[config.mk]
export PLATFORM = sky130hd
export DESIGN_NAME = instr_fetch_unit
export DESIGN_NICKNAME = d
export VERILOG_FILES = /design/src/rtl/instr_fetch_unit_pkg.sv /design/src/rtl/instr_fetch_unit_timeout_counter.sv /design/src/rtl/instr_fetch_unit.sv
export SDC_FILE = /design/constraint.sdc
export NUM_CORES = 1
export LEC_CHECK = 0
export CORE_MARGIN = 5
export CORE_UTILIZATION = 40
export CTS_CLUSTER_DIAMETER = 200
export DETAILED_ROUTE_END_ITERATION = 16
export GPL_ROUTABILITY_DRIVEN = 0
export MAX_ROUTING_LAYER = met4
export PLACE_DENSITY = 0.75
export SLEW_MARGIN = 20
export SYNTH_ARGS = -nofsm -noshare
export SYNTH_HDL_FRONTEND = slang
export SYNTH_SLANG_ARGS = --single-unit
[constraint.sdc]
create_clock -name clock -period 2.65 [get_ports clock]
set_input_delay 0.53 -clock clock [delete_from_list [all_inputs] [get_ports clock]]
set_output_delay 0.53 -clock clock [all_outputs]
set_load 0.03 [all_outputs]
[src/rtl/instr_fetch_unit_pkg.sv]
// Shared CPU definitions: fetch FSM states, instruction width, PC step and
// instruction-word field positions used by the fetch unit, instruction
// register and control unit.
package instr_fetch_unit_pkg;

    localparam int INSTR_WIDTH = 32;
    localparam int PC_INCR     = 4;

    // Instruction word field positions (consumer side; not decoded here).
    localparam int OPCODE_MSB = 31;
    localparam int OPCODE_LSB = 26;
    localparam int R1_MSB     = 25;
    localparam int R1_LSB     = 21;
    localparam int R2_MSB     = 20;
    localparam int R2_LSB     = 16;
    localparam int R3_MSB     = 15;
    localparam int R3_LSB     = 11;
    localparam int IMM_MSB    = 15;
    localparam int IMM_LSB    = 0;

    typedef enum logic [1:0] {
        FETCH_IDLE  = 2'd0,
        FETCH_REQ   = 2'd1,
        FETCH_FAULT = 2'd2
    } fetch_state_e;

endpackage

[src/rtl/instr_fetch_unit_timeout_counter.sv]
// Counts cycles spent waiting for memory; flags expiry on the TIMEOUT-th
// enabled cycle. TIMEOUT=0 disables expiry entirely.
module fetch_timeout_counter #(
    parameter int TIMEOUT = 16
) (
    input  logic clock,
    input  logic reset,
    input  logic clear,
    input  logic enable,
    output logic expired
);

    localparam int CW = (TIMEOUT > 1) ? $clog2(TIMEOUT) : 1;
    localparam logic [CW-1:0] LAST = CW'((TIMEOUT > 0) ? (TIMEOUT - 1) : 0);

    logic [CW-1:0] count_q;
    logic [CW-1:0] count_d;

    // Next count: clear wins over increment.
    always_comb begin
        // NOTE: every always_comb output gets a default first so no latch is inferred.
        count_d = count_q;
        if (clear) begin
            count_d = '0;
        end else if (enable) begin
            count_d = count_q + 1'b1;
        end
    end

    // Count register with synchronous reset.
    always_ff @(posedge clock) begin
        // NOTE: sequential state uses non-blocking assignments only.
        if (reset) begin
            count_q <= '0;
        end else begin
            count_q <= count_d;
        end
    end

    assign expired = (TIMEOUT != 0) && enable && (count_q == LAST);

endmodule

[src/rtl/instr_fetch_unit.sv]
// Instruction fetch unit: holds the PC, issues one memory read per fetch
// request, and delivers the returned word with a one-cycle IRWrite strobe.
// PC redirects abandon an in-flight read; a memory timeout parks the unit
// in FAULT until reset.
module instr_fetch_unit
    import instr_fetch_unit_pkg::*;
#(
    parameter int                    ADDR_WIDTH = 32,
    parameter logic [ADDR_WIDTH-1:0] RESET_PC   = '0,
    parameter int                    TIMEOUT    = 16
) (
    input  logic                   clock,
    input  logic                   reset,
    input  logic                   fetch_en,
    input  logic                   pc_load,
    input  logic [ADDR_WIDTH-1:0]  pc_in,
    output logic                   mem_req,
    output logic [ADDR_WIDTH-1:0]  mem_addr,
    input  logic                   mem_ready,
    input  logic [INSTR_WIDTH-1:0] mem_rdata,
    output logic                   IRWrite,
    output logic [INSTR_WIDTH-1:0] Instr_out,
    output logic [ADDR_WIDTH-1:0]  pc,
    output logic                   busy,
    output logic                   fetch_fault
);

    fetch_state_e           state_q,   state_d;
    logic [ADDR_WIDTH-1:0]  pc_q,      pc_d;
    logic                   mem_req_q, mem_req_d;
    logic                   irwrite_q, irwrite_d;
    logic [INSTR_WIDTH-1:0] instr_q,   instr_d;
    logic                   fault_q,   fault_d;

    logic tmo_clear;
    logic tmo_expired;

    fetch_timeout_counter #(
        .TIMEOUT (TIMEOUT)
    ) u_timeout (
        .clock   (clock),
        .reset   (reset),
        .clear   (tmo_clear),
        .enable  (state_q == FETCH_REQ),
        .expired (tmo_expired)
    );

    // Next-state and datapath: redirect beats completion, completion beats timeout.
    always_comb begin
        state_d   = state_q;
        pc_d      = pc_q;
        irwrite_d = 1'b0;
        instr_d   = instr_q;
        fault_d   = fault_q;
        tmo_clear = 1'b1;

        unique case (state_q)
            FETCH_IDLE: begin
                if (pc_load) begin
                    pc_d = pc_in;
                end
                if (fetch_en) begin
                    state_d = FETCH_REQ;
                end
            end
            FETCH_REQ: begin
                tmo_clear = 1'b0;
                if (pc_load) begin
                    // Abandon the in-flight read and reissue at the new PC.
                    pc_d      = pc_in;
                    tmo_clear = 1'b1;
                end else if (mem_ready) begin
                    instr_d   = mem_rdata;
                    irwrite_d = 1'b1;
                    pc_d      = pc_q + ADDR_WIDTH'(PC_INCR);
                    state_d   = FETCH_IDLE;
                    tmo_clear = 1'b1;
                end else if (tmo_expired) begin
                    state_d   = FETCH_FAULT;
                    fault_d   = 1'b1;
                    tmo_clear = 1'b1;
                end
            end
            FETCH_FAULT: begin
                fault_d = 1'b1;
            end
            default: begin
                state_d = FETCH_IDLE;
            end
        endcase

        mem_req_d = (state_d == FETCH_REQ);
    end

    // State and output registers with synchronous reset.
    always_ff @(posedge clock) begin
        if (reset) begin
            state_q   <= FETCH_IDLE;
            pc_q      <= RESET_PC;
            mem_req_q <= 1'b0;
            irwrite_q <= 1'b0;
            instr_q   <= '0;
            fault_q   <= 1'b0;
        end else begin
            state_q   <= state_d;
            pc_q      <= pc_d;
            mem_req_q <= mem_req_d;
            irwrite_q <= irwrite_d;
            instr_q   <= instr_d;
            fault_q   <= fault_d;
        end
    end

    assign mem_req     = mem_req_q;
    assign mem_addr    = pc_q;
    assign IRWrite     = irwrite_q;
    assign Instr_out   = instr_q;
    assign pc          = pc_q;
    assign busy        = (state_q == FETCH_REQ);
    assign fetch_fault = fault_q;

endmodule

==> results.md <==
- Status: complete, no violations
- Net count after synthesis: 571
- Worst Hold Depth: 2
- RSZ-0062 raised after global routing: false
- Area delta synth->final: 46.62%
- Area of the core: 9639 um^2
- Register-to-Register Path Depth: 4
- Fraction of layout cells with a size suffix above 1: 0.06886
- Worst setup margin: 284.3 ps
- Critical path capture point type: primary output
- Ant diodes: 0
- Main synth FF type: dfxtp_1
- EDFF count, synth: 0
- Setup TNS Final: 0 ps
- Final wirelength: 13,300 um
- Register area share after synthesis: 0.3747
- Multi-input logic area: 2022 um^2
- DRC: 0
- Largest net degree at the start of global routing: 37
- Clock buffer depth: 2
- Routed wire per std cell: 17.23 um
- Hold Startpoint: Instr_out[9]
- Min Tclk post-route: 2366 ps
- ANT nets after route: 0
- I/O pins: 169
- Clock Latency Late Sink: 350 ps
- Critical path required time: 2120 ps
- Max Freq: 422.7 MHz
- CP Cell Sequence: nor2b_1, clkdlybuf4s50_1
- Fillers: 894
- Seq cells post-synth: 73
- Async set or reset register ratio after synthesis: 0
- Seq. cell area: 1461 um^2
- Maximum fanout along the worst path: 5
- DR pass1 iterations: 5
- R2R Setup Slk: 580 ps
- PwrDens: 474.4 nW/um^2
- Mapped Area: 3900 um^2
- CTS Root Cell: clkbuf_8
- Final worst path period share: 0.8927
- Synth area leaders: dfxtp_1 37%, nand2_1 8.7%, a21oi_1 6.4%
- Largest stage delay, worst path: 760 ps
- Die Span X: 108.7 um
- GRT overflow: 0
- Hold_buf cts: 0
- Post-DR vias/cell: 5.589
- First-pass GRT wire length: 21,460 um
- Worst Hold End: Instr_out[9]
- Setup-failing EPs final: 0
- Port buffer count: 168
- Crit path max-delay family: buffers and inverters
- Yosys top cell by area: dfxtp_1
- DP Worst Slack: 256.0 ps
- Synth top area share: 0.3747
- Post-CTS setup buffer count: 0
- Via count: 4,315
- Static leakage: 1.915 nW
- Least-Margin Pin Slew: 488.4 ps
- Slowest stage cell, crit path: clkdlybuf4s50_1
- Max-slew violations: 0
- Chip height: 108.7 um
- Synth warn: 0
- R2R Path Start: mem_addr[14]
- Vias in the first global route: 4,225
- CP Class: reg2out
- Max-Slew Margin vs Limit: 0.6734
- Number of max-cap violations: 0
- Post-CTS sizing: 0
- Number of DRC markers in iteration 0: 256
- Dpl hpwl: 9688 um
- Gr usage total: 0.2319
- Final Skew: 11.05 ps
- Cell row count: 36
- Die Area: 11,820 um^2
- Synth cell types: 65
- Initial core utilization: 0.4046
- Initial antenna violation count: 0
- Cells after Synth: 500
- Clock sink total: 73
- Synth Area per Inst: 7.800 um^2
- Final hold vios: 0
- Min-delay worst type: reg2reg
- CP bufs+invs: 1
- Post-layout nets: 705
- Crit path launch: state_q[0]
- Setup crit start kind: flop
- Worst IR drop on VDD: 0.0003190 V
- Arrival time worst endpoint: 1840 ps
- CTS Buf Count: 9
- H-tree levels: 3
- TritonCTS clock tree: built
- Clk slew on worst S/H paths: 70 ps
- Reg2Reg Capture Point: mem_addr[20]
==> per-layer routing <==
layer | global-route usage | share of wire | up-vias
met1 | 0.2924 | 0.40 | 2006
li1 | - | - | 2071
met2 | 0.3808 | 0.50 | 222
met3 | 0.04500 | 0.084 | 16
met5 | - | 0 | -
met4 | 0.06312 | 0.014 | 0
==> where the power goes <==
part,switching [mW],internal (mW),total (mW)
clock network,0.431,0.386,0.817
registers,0.0798,1.15,1.23
logic,0.355,0.312,0.668
==> worst max-delay path by stage <==
stage                         endpoint  depth (start not counted)  slack [ps]
after floorplan           mem_addr[20]                          4         740
after global routing              busy                          2         180
after CTS                         busy                          2         260
after global placement     mem_addr[7]                          7         310
after detailed placement   mem_addr[7]                          7         260
final                             busy                          2         280
==> worst register-to-register path: cells and delay by family, from the launching register on <==
kind / cells / cell delay, ps
flip-flops: 1 / 490
AND/OR/NAND/NOR: 2 / 1060
AO/OA/AOI/OAI: 2 / 410
==> cells in the mapped netlist (4+ instances only) <==
cell type,instances
a21oi_1,50
a22oi_1,6
a311oi_1,5
a31oi_1,7
a32oi_1,4
and2_0,5
and4_1,7
buf_1,5
buf_2,4
buf_4,32
clkbuf_1,26
dfxtp_1,73
inv_1,12
mux2i_1,6
nand2_1,90
nand3_1,17
nand4_1,15
nor2_1,16
nor2b_1,4
nor3_1,17
nor4_1,10
o211ai_1,9
o21ai_0,9
o21ai_1,7
==> stage by stage <==
step	cells	cell area, um^2	utilization	hold slack, ps	power (mW)
2_1_floorplan	500	3900	-	488.2	1.616
3_3_place_gp	756	5537	0.5744	441.8	1.906
3_5_place_dp	756	5537	0.5744	447.4	1.918
4_1_cts	772	5718	0.5932	458.9	2.733
5_1_grt	772	5718	0.5932	477.2	2.831
6_report	772	5718	0.5932	455.3	2.712
==> sequential cells by signal, summed over array words and instances, names as in the netlist <==
| register | count |
|---|---|
| mem_addr | 32 |
| Instr_out | 32 |
| state_q | 2 |
| u_timeout.count_q | 4 |
| IRWrite | 1 |
| fetch_fault | 1 |
| mem_req | 1 |
==> cell type report <==
class | instances | area share
inverters | 12 | 0.007877
well taps | 133 | 0.02910
multi-input cells | 348 | 0.3536
clock inverters | 5 | 0.005252
repair buffers | 190 | 0.3221
flip-flops and latches | 73 | 0.2556
clock buffers | 11 | 0.02648
==> cells in the final DEF (no fill, tap or decap), types with 4 or more instances in the layout <==
cell type and count:
nor4_1 10, nand2_1 90, a21oi_1 50, clkbuf_8 11, mux2i_1 6, and2_0 5, nand3_1 17, a22oi_1 6
a311oi_1 5, o211ai_1 9, a31oi_1 7, inv_1 12, nor2_1 16, o21ai_1 7, o21ai_0 9, nand4_1 15
buf_4 22, a32oi_1 4, clkdlybuf4s50_1 167, nor3_1 17, nor2b_1 4, dfxtp_1 73, and4_1 7
==> cell families after synthesis <==
logic type,count (synthesis),synth area share
buffers and inverters,79,0.1081
multiplexers,7,0.01829
flip-flops,73,0.3747
AO/OA/AOI/OAI,127,0.2121
AND/OR/NAND/NOR,209,0.2737
adder cells (fa/ha/maj),2,0.006415
XOR/XNOR,3,0.006738
No activity file was read; power rests on OpenSTA's default activity.
